==> src/rtl/cursor_pkg.sv <==
// Shared types, limits and the per-axis step helper for the cursor controller.
package cursor_pkg;

  typedef enum logic [1:0] {IDLE, DELAY, REPEAT} repeat_state_t;

  // {up, down, left, right}
  typedef logic [3:0] dir_t;

  localparam int LIM_MIN   = 2;   // plus shape arm length keeps the centre 2 px off the edge
  localparam int LIM_INSET = 3;   // max limit is RES - LIM_INSET
  localparam int RPT_W     = 8;   // repeat frame counter width
  localparam int STEP_W    = 16;  // position arithmetic width, wider than any port

  function automatic int lim_max(input int res);
    return res - LIM_INSET;
  endfunction

  // One step along an axis; a step past a limit clamps, and a step from the limit
  // itself wraps to the opposite limit when wrap is set.
  function automatic logic [STEP_W-1:0] axis_step(
    input logic [STEP_W-1:0] p, lo, hi, stp,
    input logic inc, dec, wrap);
    axis_step = p;
    if (inc) begin
      if (p == hi)            axis_step = wrap ? lo : hi;
      else if (p + stp > hi)  axis_step = hi;
      else                    axis_step = p + stp;
    end else if (dec) begin
      if (p == lo)            axis_step = wrap ? hi : lo;
      else if (p < lo + stp)  axis_step = lo;
      else                    axis_step = p - stp;
    end
  endfunction

endpackage

==> src/rtl/button_debouncer.sv <==
// 2-FF synchronizer plus stability counter; level follows the input only after
// DEBOUNCE_CYCLES consecutive cycles at the new synchronized value.
module button_debouncer #(
  parameter int DEBOUNCE_CYCLES = 250000
) (
  input  logic clk,
  input  logic reset,
  input  logic btn,
  output logic level
);
  localparam int CW = $clog2(DEBOUNCE_CYCLES + 1);

  logic [1:0]    sync;
  logic [CW-1:0] cnt;

  always_ff @(posedge clk or posedge reset) begin
    if (reset) begin
      sync  <= '0;
      cnt   <= '0;
      level <= 1'b0;
    end else begin
      sync <= {sync[0], btn};
      if (sync[1] == level) cnt <= '0;
      else if (cnt == CW'(DEBOUNCE_CYCLES - 1)) begin
        level <= sync[1];
        cnt   <= '0;
      end else cnt <= cnt + 1'b1;
    end
  end
endmodule

==> src/rtl/cursor_controller.sv <==
// Button-driven, frame-synchronous cursor with auto-repeat and cell-toggle requests.
// Define CURSOR_WRAP_EN to wrap at the screen limits instead of clamping.
module cursor_controller
  import cursor_pkg::*;
#(
  parameter int H_RES               = 640,
  parameter int V_RES               = 480,
  parameter int CELL_SIZE           = 8,
  parameter int DEBOUNCE_CYCLES     = 250000,
  parameter int REPEAT_DELAY_FRAMES = 20,
  parameter int REPEAT_RATE_FRAMES  = 4
) (
  input  logic                                 clk,
  input  logic                                 reset,
  input  logic                                 frameStart,
  input  logic                                 btnUp,
  input  logic                                 btnDown,
  input  logic                                 btnLeft,
  input  logic                                 btnRight,
  input  logic                                 btnSelect,
  input  logic                                 editEnable,
  output logic [$clog2(H_RES)-1:0]             cursorX,
  output logic [$clog2(V_RES)-1:0]             cursorY,
  output logic                                 cellToggle,
  output logic [$clog2(H_RES/CELL_SIZE)-1:0]   cellX,
  output logic [$clog2(V_RES/CELL_SIZE)-1:0]   cellY
);
  localparam int XW  = $clog2(H_RES);
  localparam int YW  = $clog2(V_RES);
  localparam int CXW = $clog2(H_RES/CELL_SIZE);
  localparam int CYW = $clog2(V_RES/CELL_SIZE);

  localparam logic [STEP_W-1:0] XLO  = STEP_W'(LIM_MIN);
  localparam logic [STEP_W-1:0] XHI  = STEP_W'(lim_max(H_RES));
  localparam logic [STEP_W-1:0] YLO  = STEP_W'(LIM_MIN);
  localparam logic [STEP_W-1:0] YHI  = STEP_W'(lim_max(V_RES));
  localparam logic [STEP_W-1:0] STEP = STEP_W'(CELL_SIZE);
  localparam logic [RPT_W-1:0]  DLY  = RPT_W'(REPEAT_DELAY_FRAMES);
  localparam logic [RPT_W-1:0]  RATE = RPT_W'(REPEAT_RATE_FRAMES);

`ifdef CURSOR_WRAP_EN
  localparam logic WRAP = 1'b1;
`else
  localparam logic WRAP = 1'b0;
`endif

  logic [4:0] raw, db;
  assign raw = {btnSelect, btnUp, btnDown, btnLeft, btnRight};

  button_debouncer #(.DEBOUNCE_CYCLES(DEBOUNCE_CYCLES)) u_db [4:0] (
    .clk(clk), .reset(reset), .btn(raw), .level(db));

  // Opposing buttons on one axis cancel that axis.
  dir_t dir;
  assign dir = {(db[3] ^ db[2]) ? db[3:2] : 2'b00,
                (db[1] ^ db[0]) ? db[1:0] : 2'b00};

  repeat_state_t state_q, state_d;
  logic [RPT_W-1:0] cnt_q, cnt_d;
  dir_t last_q, last_d;
  logic move;

  always_comb begin
    state_d = state_q;
    cnt_d   = cnt_q;
    last_d  = last_q;
    move    = 1'b0;
    if (frameStart) begin
      unique case (state_q)
        IDLE: if (dir != '0) begin
          move = 1'b1; last_d = dir; cnt_d = DLY; state_d = DELAY;
        end
        DELAY: begin
          if (dir == '0) state_d = IDLE;
          else if (dir != last_q) begin
            move = 1'b1; last_d = dir; cnt_d = DLY;
          end else if (cnt_q == RPT_W'(1)) begin
            move = 1'b1; cnt_d = RATE; state_d = REPEAT;
          end else cnt_d = cnt_q - 1'b1;
        end
        REPEAT: begin
          if (dir == '0) state_d = IDLE;
          else if (dir != last_q) begin
            move = 1'b1; last_d = dir; cnt_d = DLY; state_d = DELAY;
          end else if (cnt_q == RPT_W'(1)) begin
            move = 1'b1; cnt_d = RATE;
          end else cnt_d = cnt_q - 1'b1;
        end
        default: state_d = IDLE;
      endcase
    end
  end

  always_ff @(posedge clk or posedge reset) begin
    if (reset) begin
      state_q <= IDLE;
      cnt_q   <= '0;
      last_q  <= '0;
    end else begin
      state_q <= state_d;
      cnt_q   <= cnt_d;
      last_q  <= last_d;
    end
  end

  logic [STEP_W-1:0] nx, ny;
  assign nx = axis_step(STEP_W'(cursorX), XLO, XHI, STEP, dir[0], dir[1], WRAP);
  assign ny = axis_step(STEP_W'(cursorY), YLO, YHI, STEP, dir[2], dir[3], WRAP);

  // Select is sampled against the registered position, so a coincident move
  // reports the pre-move cell.
  logic sel_q, sel_rise;
  assign sel_rise = db[4] & ~sel_q;

  always_ff @(posedge clk or posedge reset) begin
    if (reset) begin
      cursorX    <= XW'(H_RES/2);
      cursorY    <= YW'(V_RES/2);
      sel_q      <= 1'b0;
      cellToggle <= 1'b0;
      cellX      <= '0;
      cellY      <= '0;
    end else begin
      if (move) begin
        cursorX <= nx[XW-1:0];
        cursorY <= ny[YW-1:0];
      end
      sel_q      <= db[4];
      cellToggle <= sel_rise & editEnable;
      if (sel_rise & editEnable) begin
        cellX <= CXW'(cursorX / CELL_SIZE);
        cellY <= CYW'(cursorY / CELL_SIZE);
      end
    end
  end
endmodule

==> config.mk <==
export PLATFORM = sky130hd
export DESIGN_NAME = cursor_controller
export DESIGN_NICKNAME = d
export VERILOG_FILES = /design/src/rtl/cursor_pkg.sv /design/src/rtl/button_debouncer.sv /design/src/rtl/cursor_controller.sv
export SDC_FILE = /design/constraint.sdc
export NUM_CORES = 1
export LEC_CHECK = 0
export CORE_AREA = 2 2 137 139
export CTS_CLUSTER_DIAMETER = 150
export DETAILED_ROUTE_END_ITERATION = 8
export DIE_AREA = 0 0 139 141
export PLACE_DENSITY = 0.73
export SLEW_MARGIN = 20
export SYNTH_ARGS = -nofsm -noshare
export SYNTH_HDL_FRONTEND = slang
export SYNTH_HIERARCHICAL = 1
export SYNTH_SLANG_ARGS = --single-unit
==> constraint.sdc <==
create_clock -name clk -period 4.1 [get_ports clk]
set_clock_uncertainty 0.15 [all_clocks]
set_input_delay 0.41 -clock clk [delete_from_list [all_inputs] [get_ports clk]]
set_output_delay 0.41 -clock clk [all_outputs]
set_load 0.005 [all_outputs]
==> flow_summary.ini <==
[hold_path]
hold_end = u_db[4]/sync[1]
hold_path.class = reg -> reg
whs_path_depth = 0
hp-start = u_db[4]/sync[0]

[die]
dieHeight_um = 141
std_cell_rows = 50
die-width_um = 139
ios = 42
coreArea_sq_um = 18300
initial_core_util_pct = 44.5
die_area_sq_um = 19600

[power_and_ir_drop]
power_uw = 3480
irDropWorstVdd_v = 0.000247
cellPowerDensity_nw_per_um2 = 376
p_leak_uw = 0.00394

[placement]
numPortBuffers = 41
place_area_sq_um = 8650
dp_hpwl_um = 10800
gp_congestion = 0.896

[detailed_routing]
wl_per_cell_um = 14.5
dr.first_iter.drc_count = 584
dr_total_vias = 6092
routed_via_density = 5.55
drc = 0
first_pass_iters = 5
ant_nets = 0
routed_wl_um = 15900

[critical_path]
required_ps = 4250
r2r-start = u_db[1]/level
path_class = reg -> reg
crit_path_end_kind = flop
startpoint_type = flop
crit_arrival_ps = 2790
cp_max_fo = 15
r2r_slack_ps = 1460
reg2reg_depth = 8
rr_endpoint = cursorX[7]

[timing]
maxSlewViolCount = 0
fin_crit_sh_pct = 64.3
slew_headroom_pct = 35.6
fmax_ghz = 0.379
hold_slack_ps = 203
fin_setup_tns_ps = 0
setup_viol = 0
hold_viol = 0
rsz0062_at_grt = false
worst_pin_slew_ps = 963
fin_crit_ps = 2640

[clocking]
cts-root-buf = clkbuf_16
holdBufCountCts = 0
cts_resized = 0
cts_max_level = 4
cts_buffer_depth = 2
clkLatencyLatePin_ps = 410
cts_tree = built
clk_pin_slew_ps = 60
cts_sinks = 151
postCtsSetupBuffers = 0
numCtsBuffers = 17

[synth]
yosysMostFrequentCell = dfrtp_1
synth_top_area_cell = dfrtp_1
ys_ff_latch = 151
synth_area_sq_um = 8140
ys_top_cells_by_count = dfrtp_1, nor2_1, nand2_1, xor2_1, nand3_1
ys_seq_area_share_pct = 46.5
synth_edf_count = 0
async_reset_ff_share_pct = 100
synth_area_per_cell_sq_um = 9.85
yosysWarningCount = 6
synth_area_leaders = dfrtp_1, xor2_1, nor2_1
syn_nets = 856
synth_cell_types = 72
synthFlopType = dfrtp_1
syn_inst = 826
yosysTopAreaCellShare_pct = 44.6

[global_route]
overflow = 0
antenna_found_initial = 0
grt_usage_pct = 16.8
grt_pass1_vias = 5726
grt_pass1_wl_um = 27500
grt_max_degree = 47

[layout]
area_delta_synth_final_pct = 13.9
drive_above_1_share_pct = 9.03
fin_area_sq_um = 9270
nets = 884
fin_util_pct = 50.7
multi_input_area_sq_um = 4030
diodes = 0
fillers = 1698
ff_latch_area_sq_um = 3790

[run]
drv_cap = 0

[outcome]
status = finished clean
-- metrics by stage --
step	cells	setup slack, ps
after CTS	1098	1480
after detailed placement	1069	1550
after floorplan	826	1760
after global routing	1098	1230
after global placement	1069	1580
final	1098	1460
-- registers in the layout (all words and copies together), names as in the netlist --
| signal | count |
|---|---|
| sel_q | 1 |
| cellY | 6 |
| cellToggle | 1 |
| u_db/level | 5 |
| cursorX | 9 |
| cellX | 7 |
| state_q | 2 |
| cnt_q | 8 |
| cursorY | 8 |
| u_db/cnt | 90 |
| u_db/sync | 10 |
| last_q | 4 |
-- cell usage in the layout, fill, tap and decap left out, types with 3 or more instances in the layout --
cell type,count
a21oi_1,21
a22oi_1,3
a31oi_1,9
and2_1,5
and3_1,13
and4_1,15
and4_2,10
bufinv_16,4
clkbuf_16,17
clkbuf_8,3
clkdlybuf4s50_1,41
clkinv_2,3
dfrtp_1,145
dfstp_2,6
ha_1,21
inv_1,32
mux2_2,9
nand2_1,68
nand2b_1,8
nand3_1,43
nand4_1,30
nor2_1,111
nor2b_1,6
nor3_1,9
nor3b_1,5
nor4_1,13
o21ai_0,30
o21ai_1,12
o31ai_1,11
o41ai_4,5
or3_1,9
or4_1,5
or4_4,5
xnor2_1,29
xor2_1,57
-- worst max-delay path, stage by stage, from the launching register on --
cell and delay (ps):
dfrtp_1 420, inv_1 80, ha_1 510, xor2_1 190
nor4_4 290, and3_1 260, or2_1 300, a211oi_1 100
a22o_1 230
-- metal layers --
metal  share of wire, %  GRT usage (%)
met2                 47           26.7
met4                1.0           5.00
met5                  0              0
met3                3.8           3.29
met1                 49           23.5
-- cell families (layout without fill, tap and decap cells) --
family	after synthesis	after routing	synth area share [%]
mux	10	10	1.37
flops	151	151	46.5
xor+xnor	86	86	9.26
buf+inv	65	103	3.92
simple gates	370	370	24.3
fa+ha+maj	21	21	3.23
compound gates	123	123	11.4
-- final cells by class --
class,instances,share of cell area (%)
clock buffers,21,5.08
clock inverters,8,1.59
inverters,33,1.35
multi-input cells,610,43.5
flip-flops and latches,151,40.9
well taps,234,3.16
repair buffers,41,4.43
-- report_power, final --
group | switching [uW] | internal (uW)
sequential | 75.3 | 1550
clock | 582 | 1060
combinational | 130 | 91.9
-- worst max path at each step --
stage                       endpoint  slack [ps]          start
final                     cursorX[7]        1460  u_db[1]/level
after floorplan           cursorX[3]        1760     cursorX[3]
after CTS                 cursorX[7]        1480  u_db[1]/level
after global placement    cursorX[7]        1580  u_db[1]/level
after detailed placement  cursorX[7]        1550  u_db[1]/level
after global routing      cursorX[3]        1230  u_db[1]/level
Note: power is estimated with default switching activity, not from simulation.
